### src/rtl/btn_pkg.sv
// Shared definitions for the push-button debouncer: FSM state encoding,
// default timing constants and a counter-width helper.
package btn_pkg;

  typedef enum logic [1:0] {
    IDLE         = 2'd0,
    WAIT_PRESS   = 2'd1,
    PRESSED      = 2'd2,
    WAIT_RELEASE = 2'd3
  } btn_state_e;

  localparam int unsigned TICK_DIV_DEF     = 100000;
  localparam int unsigned STABLE_TICKS_DEF = 10;
  localparam int unsigned LONG_TICKS_DEF   = 1000;

  // Width of a counter holding 0..n-1, never below one bit.
  function automatic int unsigned cnt_w(input int unsigned n);
    return (n > 1) ? $clog2(n) : 1;
  endfunction

endpackage

### src/rtl/tick_gen.sv
// Free-running clock divider: one-clk tick every TICK_DIV cycles.
// Not restarted by any activity, so several blocks can share it.
module tick_gen
  import btn_pkg::*;
#(
  parameter int unsigned TICK_DIV = TICK_DIV_DEF
) (
  input  logic clk,
  input  logic rst,
  output logic tick
);

  localparam int unsigned CW   = cnt_w(TICK_DIV);
  localparam logic [CW-1:0] LAST = CW'(TICK_DIV - 1);

  logic [CW-1:0] cnt_q;
  logic [CW-1:0] cnt_d;

  // Next counter value, wrapping at TICK_DIV-1.
  always_comb begin
    cnt_d = (cnt_q == LAST) ? '0 : cnt_q + CW'(1);
  end

  // Counter and registered tick, high exactly while the counter sits at LAST.
  always_ff @(posedge clk or negedge rst) begin
    if (!rst) begin
      cnt_q <= '0;
      tick  <= 1'b0;
    end else begin
      cnt_q <= cnt_d;
      tick  <= (cnt_d == LAST);
    end
  end

endmodule

### src/rtl/btn_debounce.sv
// Push-button debouncer: 2-FF synchroniser plus a tick-sampled qualification
// FSM producing a clean level and one-clk press/release strobes.
// Optional long-press strobe is compiled in with `define BTN_LONG_PRESS_EN;
// without it btn_long is tied to 0.
module btn_debounce
  import btn_pkg::*;
#(
  parameter int unsigned TICK_DIV     = TICK_DIV_DEF,
  parameter int unsigned STABLE_TICKS = STABLE_TICKS_DEF,
  parameter int unsigned LONG_TICKS   = LONG_TICKS_DEF
) (
  input  logic clk,
  input  logic rst,
  input  logic btn_in,
  output logic btn_level,
  output logic btn_press,
  output logic btn_release,
  output logic btn_long,
  output logic tick
);

  localparam int unsigned QW = cnt_w(STABLE_TICKS);
  localparam logic [QW-1:0] QLAST = QW'(STABLE_TICKS - 1);

  if ((TICK_DIV < 1) || (STABLE_TICKS < 1) || (LONG_TICKS < 1)) begin : g_bad_param
    $error("btn_debounce: TICK_DIV, STABLE_TICKS and LONG_TICKS must be >= 1");
  end

  tick_gen #(
    .TICK_DIV (TICK_DIV)
  ) u_tick_gen (
    .clk  (clk),
    .rst  (rst),
    .tick (tick)
  );

  logic btn_m;
  logic btn_s;

  // Two-flop synchroniser for the asynchronous button input.
  always_ff @(posedge clk or negedge rst) begin
    if (!rst) begin
      btn_m <= 1'b0;
      btn_s <= 1'b0;
    end else begin
      btn_m <= btn_in;
      btn_s <= btn_m;
    end
  end

  btn_state_e    state_q;
  btn_state_e    state_d;
  logic [QW-1:0] qual_q;
  logic [QW-1:0] qual_d;

  // State and qualification counter registers.
  always_ff @(posedge clk or negedge rst) begin
    if (!rst) begin
      state_q <= IDLE;
      qual_q  <= '0;
    end else begin
      state_q <= state_d;
      qual_q  <= qual_d;
    end
  end

  // Next state: a bounce back to the old level beats a tick in the same cycle.
  always_comb begin
    state_d = state_q;
    qual_d  = qual_q;
    case (state_q)
      IDLE: begin
        if (btn_s) begin
          state_d = WAIT_PRESS;
          qual_d  = '0;
        end
      end
      WAIT_PRESS: begin
        if (!btn_s) begin
          state_d = IDLE;
          qual_d  = '0;
        end else if (tick) begin
          if (qual_q == QLAST) begin
            state_d = PRESSED;
            qual_d  = '0;
          end else begin
            qual_d = qual_q + QW'(1);
          end
        end
      end
      PRESSED: begin
        if (!btn_s) begin
          state_d = WAIT_RELEASE;
          qual_d  = '0;
        end
      end
      WAIT_RELEASE: begin
        if (btn_s) begin
          state_d = PRESSED;
          qual_d  = '0;
        end else if (tick) begin
          if (qual_q == QLAST) begin
            state_d = IDLE;
            qual_d  = '0;
          end else begin
            qual_d = qual_q + QW'(1);
          end
        end
      end
      default: begin
        state_d = IDLE;
        qual_d  = '0;
      end
    endcase
  end

  logic level_c;
  logic press_c;
  logic release_c;

  // Output decode from the state transition about to be taken.
  always_comb begin
    level_c   = (state_d == PRESSED) || (state_d == WAIT_RELEASE);
    press_c   = (state_q == WAIT_PRESS) && (state_d == PRESSED);
    release_c = (state_q == WAIT_RELEASE) && (state_d == IDLE);
  end

  // Registered level and strobes.
  always_ff @(posedge clk or negedge rst) begin
    if (!rst) begin
      btn_level   <= 1'b0;
      btn_press   <= 1'b0;
      btn_release <= 1'b0;
    end else begin
      btn_level   <= level_c;
      btn_press   <= press_c;
      btn_release <= release_c;
    end
  end

`ifdef BTN_LONG_PRESS_EN
  localparam int unsigned LW = $clog2(LONG_TICKS + 1);
  localparam logic [LW-1:0] LLAST = LW'(LONG_TICKS - 1);
  localparam logic [LW-1:0] LSAT  = LW'(LONG_TICKS);

  logic [LW-1:0] long_q;
  logic [LW-1:0] long_d;
  logic          long_c;

  // Long-press counter: cleared on a fresh press or in IDLE, saturates after one pulse.
  always_comb begin
    long_d = long_q;
    long_c = 1'b0;
    if ((state_d == IDLE) || press_c) begin
      long_d = '0;
    end else if (tick && ((state_q == PRESSED) || (state_q == WAIT_RELEASE))
                 && (long_q != LSAT)) begin
      long_c = (long_q == LLAST);
      long_d = long_q + LW'(1);
    end
  end

  // Long counter and registered long-press strobe.
  always_ff @(posedge clk or negedge rst) begin
    if (!rst) begin
      long_q   <= '0;
      btn_long <= 1'b0;
    end else begin
      long_q   <= long_d;
      btn_long <= long_c;
    end
  end
`else
  assign btn_long = 1'b0;
`endif

endmodule
### config.mk
export PLATFORM = sky130hd
export DESIGN_NAME = btn_debounce
export DESIGN_NICKNAME = d
export VERILOG_FILES = /design/src/rtl/btn_pkg.sv /design/src/rtl/tick_gen.sv /design/src/rtl/btn_debounce.sv
export SDC_FILE = /design/constraint.sdc
export NUM_CORES = 1
export LEC_CHECK = 0
export CORE_ASPECT_RATIO = 0.8
export CORE_UTILIZATION = 40
export DETAILED_ROUTE_END_ITERATION = 16
export PLACE_DENSITY = 0.53
export SYNTH_ARGS = -nofsm -noshare
export SYNTH_HDL_FRONTEND = slang
export SYNTH_HIERARCHICAL = 1
export SYNTH_SLANG_ARGS = --single-unit
### constraint.sdc
create_clock -name clk -period 2.9 [get_ports clk]
set_input_delay 0.58 -clock clk [delete_from_list [all_inputs] [get_ports clk]]
set_output_delay 0.58 -clock clk [all_outputs]
set_load 0.05 [all_outputs]
# Word-level counts from Yosys, hierarchy flattened
# Index checks and enable logic that the tools add are counted.
[word_totals]
wordCells = 44
output_inout_bits = 5
regBits = 29
[op_classes]
n_reduce_logical = 6
eq_ne = 10
n_addsub = 2
mux = 17
[op_table]
columns = ["cell", "n"]
rows = [
  ["equality test 17 bit (second input constant)", 2],
  ["two-way mux 4 bit", 6],
  ["adder 17 x 1 -> 17 bit (second input constant)", 1],
  ["two-way mux 17 bit", 1],
  ["two-way mux 2 bit", 8],
  ["case mux 4 bit (4 select lines)", 1],
  ["equality test 2 bit (second input constant)", 4],
  ["case mux 2 bit (4 select lines)", 1],
  ["adder 4 x 1 -> 4 bit (second input constant)", 1],
  ["equality test 4 bit (second input constant)", 1],
  ["zero test 2 bit", 2],
  ["!= test 2 bit (second input constant)", 2],
  ["equality test 2 x 1 -> 1 bit (second input constant)", 1],
  ["logical AND 1 bit", 2],
  ["AND reduction 2 bit", 1],
  ["logical OR 1 bit", 1],
]

# Longest topological paths before layout
[logic_depth]
word_depth = 7
ltp_mapped = 6
ltp_nobuf = 6

# Hierarchy
# Netlist, hierarchy kept.
[by_module_without_submodules]
columns = ["mod", "n_inst", "cells_per_inst", "area_each_um2"]
rows = [
  ["tick_gen", 1, 109, 1104.8],
  ["btn_debounce", 1, 40, 483.0],
]

# Worst setup path after synthesis
# Ideal clock, no wire load.
[synth_path]
kind = "reg2reg"
startpoint = "reg u_tick_gen.cnt_q[0]"
endpoint = "reg u_tick_gen.tick"
t_arrival_ns = 1.942
stages_incl_launch_ff = 7
setup_time_ns = 0.111
slack_ns = 0.847
synth_period_minus_slack_ns = 2.053
required_ns = 2.789
path_cell_list = "dfrtp_1 -> ha_1 -> nand3_2 -> or4_1 -> nor2_1 -> mux2_2 -> a2111oi_2"
[synth_via]
elab_chain_cells = 3
elab_cells_between_ends = 4
[synth_rtl]
columns = ["item", "line", "text"]
rows = [
  ["from (decl)", "tick_gen.sv:16", "logic [CW-1:0] cnt_q;"],
  ["from (signal assigned)", "tick_gen.sv:30", "cnt_q <= cnt_d;"],
  ["adder 17 x 1 -> 17 bit / equality test 17 bit (equally long branches)", "tick_gen.sv:21", "cnt_d = (cnt_q == LAST) ? '0 : cnt_q + CW'(1);"],
  ["two-way mux 17 bit (*)", "tick_gen.sv:21", ""],
  ["equality test 17 bit (*)", "tick_gen.sv:31", "tick <= (cnt_d == LAST);"],
  ["to (signal assigned)", "tick_gen.sv:31", ""],
  ["to (decl)", "tick_gen.sv:10", "output logic tick"],
]
# Mark *: on every way between the ends. The rest lies on a longest branch, timed or not.
# A chain may end at the register's enable or synchronous reset.

# Worst setup path after layout
# Ends and elaborated chain as after synthesis.

==> results.cfg <==
[sta]
setup_tns_ps = 0
finalSetupViolations = 0
rsz0062_at_grt = false
slew_violations = 0
min_period_ps = 2280
tightest_slew_ps = 540
min_period_over_period_pct = 78.7
timing.hold.ws_ps = 368
timing.slew.headroom_pct = 63.9
fin_worst_skew_ps = 3.90
timing.fmax_ghz = 0.438
finalHoldViolCount = 0

[drt]
drt_iter0_markers = 73
ant_nets = 0
wl_mm = 2.95
vias = 1096
drc = 0
post_drt_wl_per_cell_um = 14.3
drt_first_pass_iters = 4
vias_per_cell = 5.29

[clocking]
path_clk_slew_ps = 90
cts_made_buffers = 3
post_cts_buffers = 0
clock-sinks = 28
cts_buffer_depth = 2
clk_latency_ps = 270
cts_hold_buf = 0
post_cts_resized = 0
htree_levels = 1
cts_tree = yes
cts_root_buffer = clkbuf_8

[run_status]
status = finished clean

[layout]
n_antenna_cell = 0
multi_input_area_um2 = 813
layout-area-overhead-vs-synth_pct = 8.83
final_common_cell = dfrtp_1
most-common-layout-cells = dfrtp_1 (28), nand2_1 (9), xor2_1 (9), nor2_1 (9), nand4_1 (8)
nNetsFinal = 159
layout-drive-gt1-share_pct = 15.1
nFillCells = 376
regArea_um2 = 701
final_cells = 207

[pwr]
power_leakage_nw = 0.710
total_power_mw = 0.653
ir_worst_vdd_mv = 0.237
power.density_mw_per_mm2 = 378

[placement]
gp_congestion = 0.831
dp_cells = 203
hpwlAfterDp_mm = 2.09
portBuffers = 6

[critical_path]
start_kind = register
ff2ff_path_depth = 6
r2r_setup_slack_ps = 620
critPathKind = register to register
crit_path_end_kind = register
cp-endpoint = u_tick_gen/tick$_DFF_PN0_
rr_startpoint = u_tick_gen/cnt_q[0]$_DFF_PN0_
crit_slowest_cell = or4_1
required_ps = 3070
path_cells = ha_1 > nand3_2 > or4_1 > nor2_1 > mux2_2 > a2111oi_2
cp_max_fo = 9
r2r_end = u_tick_gen/tick$_DFF_PN0_
slowest_delay_ps = 570
critPathLaunch = u_tick_gen/cnt_q[0]$_DFF_PN0_
cp.arrival_ps = 2450

[synthesis]
synth_seq_cells = 28
post_synth_inst_count = 149
synth-compound-area-share_pct = 7.01
synth-main-ff-cell = dfrtp_1
synth_xor_area_share_pct = 9.85
synth_top_family_by_area = simple AND/OR/NAND/NOR gates
synth-adder-area-share_pct = 2.36
netlist_area_mm2 = 0.00159
syn_nets = 155
synth-simple-area-share_pct = 29.6
avgSynthCellArea_um2 = 10.7
yosysSeqAreaShare_pct = 44.1
synth-async-reset-ratio_pct = 100
ys_warn_count = 6
synth-edff-count = 0
synth_mux_area_share_pct = 2.13
synth_cell_types = 52

[floorplanning]
dieWidth_um = 72.4
dieArea_mm2 = 0.00423
core_mm2 = 0.00380
initial_core_util_pct = 41.7
row_count = 20
num_io_pins = 8
die-height_um = 58.4

[global_route]
grtUsageTotal_pct = 15.9
grt_pass1_wl_mm = 5.13
antenna_found_initial = 0
grt_pass1_vias = 1050
grt_max_degree = 29
overflow = 0

[hold_path]
hold_class = register to register

[run]
cap_violations = 0
==> cell type report <==
| class | count | area share [%] |
|---|---|---|
| flip-flops and latches | 28 | 40.6 |
| well taps | 55 | 3.98 |
| inverters | 6 | 1.30 |
| multi-input cells | 107 | 47.1 |
| repair buffers | 7 | 3.91 |
| clock buffers | 4 | 3.19 |
==> cells by family after synthesis <==
family | after synthesis
xor+xnor | 17
flops | 28
buf+inv | 14
fa+ha+maj | 3
compound gates | 13
other cells | 1
simple gates | 70
mux | 3
==> through the flow <==
stage	area (um^2)	util (%)	setup slack (ps)
floorplan	1590	-	847
global placement	1670	44.0	736
detailed placement	1670	44.0	664
CTS	1730	45.4	621
global route	1730	45.4	445
finish	1730	45.4	618
==> worst min path at each step <==
stage	startpoint	endpoint	slack [ps]	cells past startpoint
floorplan	rst	btn_m$_DFF_PN0_	280	0
global placement	btn_m$_DFF_PN0_	btn_s$_DFF_PN0_	340	0
detailed placement	btn_m$_DFF_PN0_	btn_s$_DFF_PN0_	350	0
CTS	btn_m$_DFF_PN0_	btn_s$_DFF_PN0_	370	0
global route	btn_m$_DFF_PN0_	btn_s$_DFF_PN0_	380	0
finish	btn_m$_DFF_PN0_	btn_s$_DFF_PN0_	370	0
==> critical path: cells and delay by family (launching register included) <==
kind | cells | cell delay [ps]
adder cells (fa/ha/maj) | 1 | 300
AND/OR/NAND/NOR | 3 | 920
multiplexers | 1 | 360
flip-flops | 1 | 420
AO/OA/AOI/OAI | 1 | 200
==> report_power, final <==
group          internal [mW]  switching, mW  total (mW)
combinational        0.00467         0.0125      0.0171
sequential             0.392        0.00287       0.395
clock                  0.122          0.119       0.240
total                  0.518          0.134       0.653
==> routing by layer <==
layer	share of wire (%)	GRT usage [%]	wire, um
met5	0	0	0
met4	0.61	4.20	18
met3	2.6	3.60	77
met2	44	23.2	1310
met1	53	23.9	1550
==> flip-flops by register name (all words and copies together) (netlist names) <==
| signal | cells |
|---|---|
| btn_m | 1 |
| u_tick_gen/tick | 1 |
| qual_q | 4 |
| state_q | 2 |
| btn_s | 1 |
| btn_release | 1 |
| btn_press | 1 |
| u_tick_gen/cnt_q | 17 |
==> synth_stat cells (2+ instances only) <==
master	number	area [um^2]
dfrtp_1	28	701
nand2_1	9	33.8
nor2_1	9	33.8
xor2_1	9	78.8
nand4_1	8	50.1
xnor2_1	7	61.3
inv_1	5	18.8
nand3_1	5	25.0
nor3b_1	5	37.5
and2_1	3	18.8
buf_4	3	22.5
ha_1	3	37.5
mux2_2	3	33.8
nor4_1	3	18.8
a21oi_1	2	10.0
and2_2	2	15.0
and4b_1	2	20.0
buf_2	2	10.0
clkbuf_1	2	7.51
nand2b_1	2	12.5
nand3b_1	2	15.0
nand4b_1	2	17.5
nor4b_1	2	17.5
or2b_1	2	15.0
or3_2	2	15.0
No activity file was read; power rests on OpenSTA's default activity.
